--- src/rtl/pipeline_ctrl_if.sv ---
// Hazard-control bundle between the pipeline datapath and pipeline_ctrl.
// The datapath is the master: it reports hazards and consumes stall/flush controls.
interface pipeline_ctrl_if #(
  parameter int CNT_W = 16
);
  logic [4:0]       id_rs1;
  logic [4:0]       id_rs2;
  logic [4:0]       ex_rd;
  logic             ex_mem_read;
  logic             ex_branch_taken;
  logic             mem_req;
  logic             mem_ack;
  logic             pc_write;
  logic             if_id_write;
  logic             if_id_flush;
  logic             id_ex_flush;
  logic             mem_stall;
  logic [CNT_W-1:0] stall_cnt;
  logic             mem_timeout;

  modport master (
    output id_rs1,
    output id_rs2,
    output ex_rd,
    output ex_mem_read,
    output ex_branch_taken,
    output mem_req,
    output mem_ack,
    input  pc_write,
    input  if_id_write,
    input  if_id_flush,
    input  id_ex_flush,
    input  mem_stall,
    input  stall_cnt,
    input  mem_timeout
  );

  modport slave (
    input  id_rs1,
    input  id_rs2,
    input  ex_rd,
    input  ex_mem_read,
    input  ex_branch_taken,
    input  mem_req,
    input  mem_ack,
    output pc_write,
    output if_id_write,
    output if_id_flush,
    output id_ex_flush,
    output mem_stall,
    output stall_cnt,
    output mem_timeout
  );
endinterface

--- src/rtl/pipeline_ctrl.sv ---
// Pipeline hazard controller: memory-wait freeze, branch flush, load-use bubble,
// memory timeout detection and a saturating stall-cycle counter.
module pipeline_ctrl #(
  parameter int FLUSH_CYCLES = 1,
  parameter int MEM_TIMEOUT  = 255,
  parameter int CNT_W        = 16
) (
  input  logic           clk,
  input  logic           rst_n,
  pipeline_ctrl_if.slave ctl
);

  localparam logic [1:0] RUN      = 2'd0;
  localparam logic [1:0] FLUSH    = 2'd1;
  localparam logic [1:0] MEM_WAIT = 2'd2;

  localparam logic [2:0] FLUSH_RELOAD = 3'(FLUSH_CYCLES - 1);
  localparam logic [7:0] WAIT_MAX     = 8'(MEM_TIMEOUT);

  logic [1:0]       state_q, state_d;
  logic [2:0]       rem_q, rem_d;
  logic [7:0]       wait_q, wait_d;
  logic             tmo_q, tmo_d;
  logic [CNT_W-1:0] cnt_q;

  logic load_use;
  logic mem_wait;
  logic pc_write;
  logic if_id_write;
  logic if_id_flush;
  logic id_ex_flush;
  logic mem_stall;

  assign load_use = ctl.ex_mem_read && (ctl.ex_rd != 5'd0) &&
                    ((ctl.ex_rd == ctl.id_rs1) || (ctl.ex_rd == ctl.id_rs2));
  assign mem_wait = ctl.mem_req && !ctl.mem_ack;

  always_comb begin
    state_d     = state_q;
    rem_d       = rem_q;
    wait_d      = wait_q;
    tmo_d       = tmo_q;
    pc_write    = 1'b1;
    if_id_write = 1'b1;
    if_id_flush = 1'b0;
    id_ex_flush = 1'b0;
    mem_stall   = 1'b0;
    unique case (1'b1)
      (state_q == RUN): begin
        if (mem_wait) begin
          pc_write    = 1'b0;
          if_id_write = 1'b0;
          mem_stall   = 1'b1;
          state_d     = MEM_WAIT;
          wait_d      = 8'd1;
        end else if (ctl.ex_branch_taken) begin
          if_id_flush = 1'b1;
          id_ex_flush = 1'b1;
          if (FLUSH_CYCLES > 1) begin
            state_d = FLUSH;
            rem_d   = FLUSH_RELOAD;
          end
        end else if (load_use) begin
          pc_write    = 1'b0;
          if_id_write = 1'b0;
          id_ex_flush = 1'b1;
        end
      end
      (state_q == FLUSH): begin
        if (mem_wait) begin
          pc_write    = 1'b0;
          if_id_write = 1'b0;
          mem_stall   = 1'b1;
          state_d     = MEM_WAIT;
          wait_d      = 8'd1;
          rem_d       = 3'd0;
        end else begin
          // ID holds a bubble here, so load-use cannot occur
          if_id_flush = 1'b1;
          if (ctl.ex_branch_taken) begin
            id_ex_flush = 1'b1;
            rem_d       = FLUSH_RELOAD;
          end else begin
            rem_d = rem_q - 3'd1;
            if (rem_q <= 3'd1) begin
              rem_d   = 3'd0;
              state_d = RUN;
            end
          end
        end
      end
      (state_q == MEM_WAIT): begin
        if (ctl.mem_ack) begin
          state_d = RUN;
          wait_d  = 8'd0;
        end else if (wait_q >= WAIT_MAX) begin
          tmo_d   = 1'b1;
          state_d = RUN;
          wait_d  = 8'd0;
        end else begin
          pc_write    = 1'b0;
          if_id_write = 1'b0;
          mem_stall   = 1'b1;
          wait_d      = wait_q + 8'd1;
        end
      end
      default: begin
        state_d = RUN;
        rem_d   = 3'd0;
        wait_d  = 8'd0;
      end
    endcase
    if (!rst_n) begin
      pc_write    = 1'b0;
      if_id_write = 1'b0;
      if_id_flush = 1'b1;
      id_ex_flush = 1'b1;
      mem_stall   = 1'b0;
    end
  end

  always_ff @(posedge clk) begin
    if (!rst_n) begin
      state_q <= RUN;
      rem_q   <= 3'd0;
      wait_q  <= 8'd0;
      tmo_q   <= 1'b0;
      cnt_q   <= '0;
    end else begin
      state_q <= state_d;
      rem_q   <= rem_d;
      wait_q  <= wait_d;
      tmo_q   <= tmo_d;
      if (!pc_write && (cnt_q != {CNT_W{1'b1}}))
        cnt_q <= cnt_q + 1'b1;
    end
  end

  assign ctl.pc_write    = pc_write;
  assign ctl.if_id_write = if_id_write;
  assign ctl.if_id_flush = if_id_flush;
  assign ctl.id_ex_flush = id_ex_flush;
  assign ctl.mem_stall   = mem_stall;
  assign ctl.stall_cnt   = cnt_q;
  assign ctl.mem_timeout = tmo_q;

endmodule

--- src/flat_wrapper.sv ---
// flat-port wrapper written by rule: the top's interface ports become plain ports
module pipeline_ctrl_flat 
#(
  parameter int FLUSH_CYCLES = 1,
  parameter int MEM_TIMEOUT  = 255,
  parameter int CNT_W        = 16
)
  (clk, rst_n, ctl_id_rs1, ctl_id_rs2, ctl_ex_rd, ctl_ex_mem_read, ctl_ex_branch_taken, ctl_mem_req, ctl_mem_ack, ctl_pc_write, ctl_if_id_write, ctl_if_id_flush, ctl_id_ex_flush, ctl_mem_stall, ctl_stall_cnt, ctl_mem_timeout);
  pipeline_ctrl_if #(.CNT_W(CNT_W)) ctl_i ();
  input  logic clk;
  input  logic rst_n;
  input wire logic [$bits(ctl_i.id_rs1)-1:0] ctl_id_rs1;
  input wire logic [$bits(ctl_i.id_rs2)-1:0] ctl_id_rs2;
  input wire logic [$bits(ctl_i.ex_rd)-1:0] ctl_ex_rd;
  input wire logic [$bits(ctl_i.ex_mem_read)-1:0] ctl_ex_mem_read;
  input wire logic [$bits(ctl_i.ex_branch_taken)-1:0] ctl_ex_branch_taken;
  input wire logic [$bits(ctl_i.mem_req)-1:0] ctl_mem_req;
  input wire logic [$bits(ctl_i.mem_ack)-1:0] ctl_mem_ack;
  output wire logic [$bits(ctl_i.pc_write)-1:0] ctl_pc_write;
  output wire logic [$bits(ctl_i.if_id_write)-1:0] ctl_if_id_write;
  output wire logic [$bits(ctl_i.if_id_flush)-1:0] ctl_if_id_flush;
  output wire logic [$bits(ctl_i.id_ex_flush)-1:0] ctl_id_ex_flush;
  output wire logic [$bits(ctl_i.mem_stall)-1:0] ctl_mem_stall;
  output wire logic [$bits(ctl_i.stall_cnt)-1:0] ctl_stall_cnt;
  output wire logic [$bits(ctl_i.mem_timeout)-1:0] ctl_mem_timeout;
  assign ctl_i.id_rs1 = ctl_id_rs1;
  assign ctl_i.id_rs2 = ctl_id_rs2;
  assign ctl_i.ex_rd = ctl_ex_rd;
  assign ctl_i.ex_mem_read = ctl_ex_mem_read;
  assign ctl_i.ex_branch_taken = ctl_ex_branch_taken;
  assign ctl_i.mem_req = ctl_mem_req;
  assign ctl_i.mem_ack = ctl_mem_ack;
  assign ctl_pc_write = ctl_i.pc_write;
  assign ctl_if_id_write = ctl_i.if_id_write;
  assign ctl_if_id_flush = ctl_i.if_id_flush;
  assign ctl_id_ex_flush = ctl_i.id_ex_flush;
  assign ctl_mem_stall = ctl_i.mem_stall;
  assign ctl_stall_cnt = ctl_i.stall_cnt;
  assign ctl_mem_timeout = ctl_i.mem_timeout;
  pipeline_ctrl #(.FLUSH_CYCLES(FLUSH_CYCLES), .MEM_TIMEOUT(MEM_TIMEOUT), .CNT_W(CNT_W)) u_core (.clk(clk), .rst_n(rst_n), .ctl(ctl_i));
endmodule
--- config.mk ---
export PLATFORM = sky130hd
export DESIGN_NAME = pipeline_ctrl_flat
export DESIGN_NICKNAME = d
export VERILOG_FILES = /design/src/rtl/pipeline_ctrl_if.sv /design/src/rtl/pipeline_ctrl.sv /design/src/flat_wrapper.sv
export SDC_FILE = /design/constraint.sdc
export NUM_CORES = 1
export LEC_CHECK = 0
export ABC_AREA = 1
export CORE_AREA = 2 2 64 66
export CTS_BUF_LIST = sky130_fd_sc_hd__clkbuf_4
export DETAILED_ROUTE_END_ITERATION = 8
export DIE_AREA = 0 0 66 68
export GPL_TIMING_DRIVEN = 0
export PLACE_DENSITY = 0.75
export SETUP_SLACK_MARGIN = 0.02
export SYNTH_ARGS = -nofsm -noshare
export SYNTH_HDL_FRONTEND = slang
export SYNTH_SLANG_ARGS = --single-unit
--- constraint.sdc ---
create_clock -name clk -period 1.9 [get_ports clk]
set_input_delay 0.19 -clock clk [delete_from_list [all_inputs] [get_ports clk]]
set_output_delay 0.19 -clock clk [all_outputs]
set_load 0.05 [all_outputs]
==> metrics.txt <==
# TYPE chip_impl_metric gauge
chip_impl_info{name="status",value="finished with violations"} 1
chip_impl_info{name="failing_checks",value="setup timing"} 1
chip_impl_metric{name="rows",unit=""} 23
chip_impl_metric{name="fp.coreArea",unit="sq um"} 3860
chip_impl_metric{name="total_power",unit="mW"} 1.15
chip_impl_metric{name="synth.cell_area",unit="sq um"} 1650
chip_impl_metric{name="fillers",unit=""} 352
chip_impl_metric{name="path_max_fanout",unit=""} 3
chip_impl_info{name="tritoncts_clock_tree",value="yes"} 1
chip_impl_metric{name="postSynthNetCount",unit=""} 275
chip_impl_metric{name="grt_pass1_wl",unit="um"} 7050
chip_impl_metric{name="hold_viol_final",unit=""} 0
chip_impl_metric{name="max-slew-margin-rel",unit="%"} 53.4
chip_impl_info{name="cpLargestDelayFamily",value="buffers and inverters"} 1
chip_impl_metric{name="clock-sinks",unit=""} 26
chip_impl_metric{name="viasPerCell",unit=""} 5.15
chip_impl_metric{name="cts.reportedPaths.clkPinSlew",unit="ps"} 140
chip_impl_metric{name="syn_area_per_cell",unit="sq um"} 6.55
chip_impl_info{name="critPathSlowestCell",value="sky130_fd_sc_hd__dfxtp_2"} 1
chip_impl_metric{name="seq_area_frac_synth",unit="%"} 31.5
chip_impl_metric{name="synth_warnings",unit=""} 0
chip_impl_metric{name="timing.final.max_slew_violations",unit=""} 0
chip_impl_metric{name="total_of_flip_flops_plus_latches_after_synthesis",unit=""} 26
chip_impl_metric{name="worst_clock_skew",unit="ps"} 4.85
chip_impl_metric{name="ys_types",unit=""} 31
chip_impl_metric{name="worstPathBufferInverterCount",unit=""} 4
chip_impl_metric{name="final_design_area_no_fill",unit="sq um"} 2590
chip_impl_metric{name="clockBufferDepth",unit=""} 2
chip_impl_metric{name="die_area",unit="sq um"} 4490
chip_impl_metric{name="setup-violations-final",unit=""} 7
chip_impl_info{name="hold_crit_class",value="input pin to flip-flop"} 1
chip_impl_metric{name="initial_core_util",unit="%"} 42.8
chip_impl_info{name="crit_path_cell_trace",value="ha_4 -> nand3_4 -> nor2_4 -> nor2_4 -> o21a_1 -> nand2_1 -> nand2_2 -> buf_6 -> clkinvlp_4 -> buf_8 -> buf_8"} 1
chip_impl_metric{name="place.detailed.hpwl",unit="um"} 2940
chip_impl_metric{name="num_vias",unit=""} 1848
chip_impl_metric{name="finalWirelength",unit="um"} 4510
chip_impl_metric{name="synth-async-reset-ratio",unit="%"} 0
chip_impl_metric{name="achievable-frequency",unit="MHz"} 483
chip_impl_metric{name="cellPowerDensity",unit="nW/um^2"} 445
chip_impl_metric{name="max-cap-violations",unit=""} 0
chip_impl_metric{name="vdd_drop_max",unit="mV"} 0.235
chip_impl_metric{name="tightestPinTransition",unit="ps"} 700
chip_impl_metric{name="synthesis.instances",unit=""} 252
chip_impl_metric{name="grt_antenna_before_repair",unit=""} 0
chip_impl_metric{name="grt_start_max_net_pins",unit=""} 15
chip_impl_info{name="setup.worst_path.end_class",value="output pin"} 1
chip_impl_metric{name="number_of_global_route_vias_before_repair",unit=""} 1694
chip_impl_metric{name="final_critical_path_setup_slack",unit="ps"} -171
chip_impl_metric{name="drt_first_iter_violations",unit=""} 132
chip_impl_metric{name="track_usage",unit="%"} 19.7
chip_impl_metric{name="avgRoutedWirePerCell",unit="um"} 12.6
chip_impl_metric{name="finalHoldWorstSlack",unit="ps"} 302
chip_impl_metric{name="worst_ep_arrival_time",unit="ps"} 1880
chip_impl_metric{name="antenna_cells_inserted",unit=""} 0
chip_impl_metric{name="drive_above_1_share",unit="%"} 25.9
chip_impl_metric{name="die_x",unit="um"} 66
chip_impl_metric{name="boundaryPins",unit=""} 43
chip_impl_info{name="startpoint_type",value="flip-flop"} 1
chip_impl_info{name="cts_root_buf",value="sky130_fd_sc_hd__clkbuf_4"} 1
chip_impl_metric{name="cts-hold-fix-buffers",unit=""} 0
chip_impl_metric{name="cp_slowest_stage_delay",unit="ps"} 380
chip_impl_metric{name="cp.required",unit="ps"} 1710
chip_impl_metric{name="number_of_nets_with_antenna_violations_after_detailed_routing",unit=""} 0
chip_impl_metric{name="remaining_drc_errors",unit=""} 0
chip_impl_info{name="synth_flop_cell",value="sky130_fd_sc_hd__dfxtp_1"} 1
chip_impl_metric{name="htreeDepth",unit=""} 1
chip_impl_metric{name="number_of_enable_type_register_cells_in_the_synthesized_netlist",unit=""} 0
chip_impl_metric{name="fin_crit",unit="ps"} 2070
chip_impl_metric{name="nNetsFinal",unit=""} 333
chip_impl_metric{name="port_bufs",unit=""} 42
chip_impl_metric{name="detailedRoute.firstPassIterationCount",unit=""} 4
chip_impl_metric{name="total_leakage_power",unit="nW"} 1.10
chip_impl_metric{name="timing.final.crit_share",unit="%"} 109
chip_impl_metric{name="cts_made_buffers",unit=""} 3
chip_impl_metric{name="post_dp_cell_area",unit="sq um"} 2210
chip_impl_info{name="unrepaired_setup_endpoints_after_global_routing",value="true"} 1
chip_impl_metric{name="totalNegativeSetupSlack",unit="ps"} -383
chip_impl_metric{name="routabilityCongestion",unit=""} 0.841
chip_impl_metric{name="die_h",unit="um"} 68
chip_impl_metric{name="clkLatencyLatePin",unit="ps"} 330
chip_impl_info{name="timing_worst_setup_path_type",value="flip-flop to output pin"} 1
chip_impl_metric{name="globalRoute.totalOverflow",unit=""} 0
chip_impl_metric{name="flow.area_growth_from_synthesis",unit="%"} 57.2
-- metrics by stage --
step | setup WS, ps | utilization [%] | cells
global placement | -1090 | 57.3 | 344
detailed placement | -1100 | 57.3 | 344
CTS | -189 | 59.7 | 355
finish | -171 | 67.3 | 359
global route | -261 | 67.3 | 359
floorplan | -24.6 | - | 252
-- worst register-to-register path, stage by stage (launching register included) --
cell,delay (ps)
sky130_fd_sc_hd__dfxtp_2,380
sky130_fd_sc_hd__ha_4,150
sky130_fd_sc_hd__nand3_4,90
sky130_fd_sc_hd__nor2_4,150
sky130_fd_sc_hd__nor2_4,40
sky130_fd_sc_hd__o21a_1,170
sky130_fd_sc_hd__nand2_1,60
sky130_fd_sc_hd__nand2_2,70
sky130_fd_sc_hd__buf_6,140
sky130_fd_sc_hd__buf_4,130
sky130_fd_sc_hd__buf_8,130
sky130_fd_sc_hd__buf_8,140
sky130_fd_sc_hd__nand3_2,60
sky130_fd_sc_hd__nand2_1,60
sky130_fd_sc_hd__nor2_1,110
-- cell usage in the layout (no fill, tap or decap), drive strengths merged --
| cell | instances |
|---|---|
| a211oi | 1 |
| a32oi | 1 |
| clkdlybuf4s50 | 26 |
| nand2 | 75 |
| o21a | 1 |
| ha | 2 |
| clkinv | 3 |
| a21oi | 20 |
| nand4 | 6 |
| clkinvlp | 1 |
| dlymetal6s2s | 10 |
| buf | 19 |
| inv | 26 |
| o21ai | 5 |
| dfxtp | 26 |
| nand3b | 1 |
| clkdlybuf4s15 | 1 |
| clkbuf | 7 |
| nor3 | 3 |
| xnor2 | 7 |
| xor2 | 10 |
| dlygate4sd2 | 1 |
| a221oi | 3 |
| o21bai | 1 |
| nor2 | 28 |
| nor4 | 1 |
| nand3 | 24 |
-- cell families after synthesis --
logic type	Yosys count	synth area share, %
buffers and inverters	37	9.48
adders and majority gates	2	1.52
AOI/OAI and AO/OA	32	11.1
DFF	26	31.5
xor gates and xnor gates	17	9.02
and+or+nand+nor	138	37.4
-- flip-flops by register name, summed over array words and instances (netlist names) --
signal                  cells
u_core.ctl.mem_timeout      1
u_core.state_q              1
u_core.wait_q               8
u_core.ctl.stall_cnt       16
-- final timing paths --
kind                                                             end  cells past startpoint  slack, ps                                start
worst min-delay path                   u_core.wait_q[1]$_SDFFE_PN0P_                      4        300                          ctl_mem_ack
worst max-delay path                                    ctl_pc_write                     11       -170        u_core.wait_q[1]$_SDFFE_PN0P_
worst max register to register  u_core.ctl.stall_cnt[0]$_SDFFE_PN0P_                     14        -40        u_core.wait_q[1]$_SDFFE_PN0P_
worst min register to register   u_core.ctl.mem_timeout$_SDFFE_PN0P_                      2        470  u_core.ctl.mem_timeout$_SDFFE_PN0P_
-- report_power, final --
part,total (mW),leakage [nW],switching [mW],internal (mW)
Combinational,0.338,0.869,0.184,0.154
Clock,0.245,0.0154,0.168,0.0772
Sequential,0.571,0.215,0.0144,0.557
-- what timing repair did --
| action | in CTS | in global routing |
|---|---|---|
| buffers inserted | 8 | 3 |
| cloned | 0 | 1 |
| resized for setup | 33 | 52 |
| setup endpoints to repair | 14 | 25 |
| pin swaps | 2 | 16 |
-- metal layers --
metal	global-route usage (%)	share of wire [%]	vias up
li1	-	-	930
met1	24.5	42	860
met2	34.8	52	52
met3	2.30	4.2	6
met4	7.65	1.7	0
met5	0	0	-
-- Yosys cell counts, types with 2 or more instances --
cell	instances	area share, %
sky130_fd_sc_hd__nand2_1	73	17
sky130_fd_sc_hd__nor2_1	27	6.1
sky130_fd_sc_hd__dfxtp_1	26	32
sky130_fd_sc_hd__nand3_1	24	7.3
sky130_fd_sc_hd__inv_1	22	5.0
sky130_fd_sc_hd__a21oi_1	20	6.1
sky130_fd_sc_hd__xor2_1	10	5.3
sky130_fd_sc_hd__xnor2_1	7	3.7
sky130_fd_sc_hd__inv_2	5	1.1
sky130_fd_sc_hd__o21ai_0	5	1.5
sky130_fd_sc_hd__nand4_1	4	1.5
sky130_fd_sc_hd__a221oi_1	3	1.6
sky130_fd_sc_hd__clkbuf_1	3	0.68
sky130_fd_sc_hd__buf_2	2	0.61
sky130_fd_sc_hd__buf_4	2	0.91
sky130_fd_sc_hd__clkinv_1	2	0.46
sky130_fd_sc_hd__ha_1	2	1.5
sky130_fd_sc_hd__nor3_1	2	0.61
-- area by class of cell --
type	count	area, sq um	share of cell area (%)
Buffer	7	63.8	2.46
Clock buffer	3	22.5	0.868
Clock inverter	1	3.75	0.145
Inverter	29	113	4.34
Multi-Input combinational cell	189	1220	47.0
Sequential cell	26	538	20.7
Tap cell	50	62.6	2.41
Timing Repair Buffer	54	572	22.0
No activity file was read; power rests on OpenSTA's default activity.
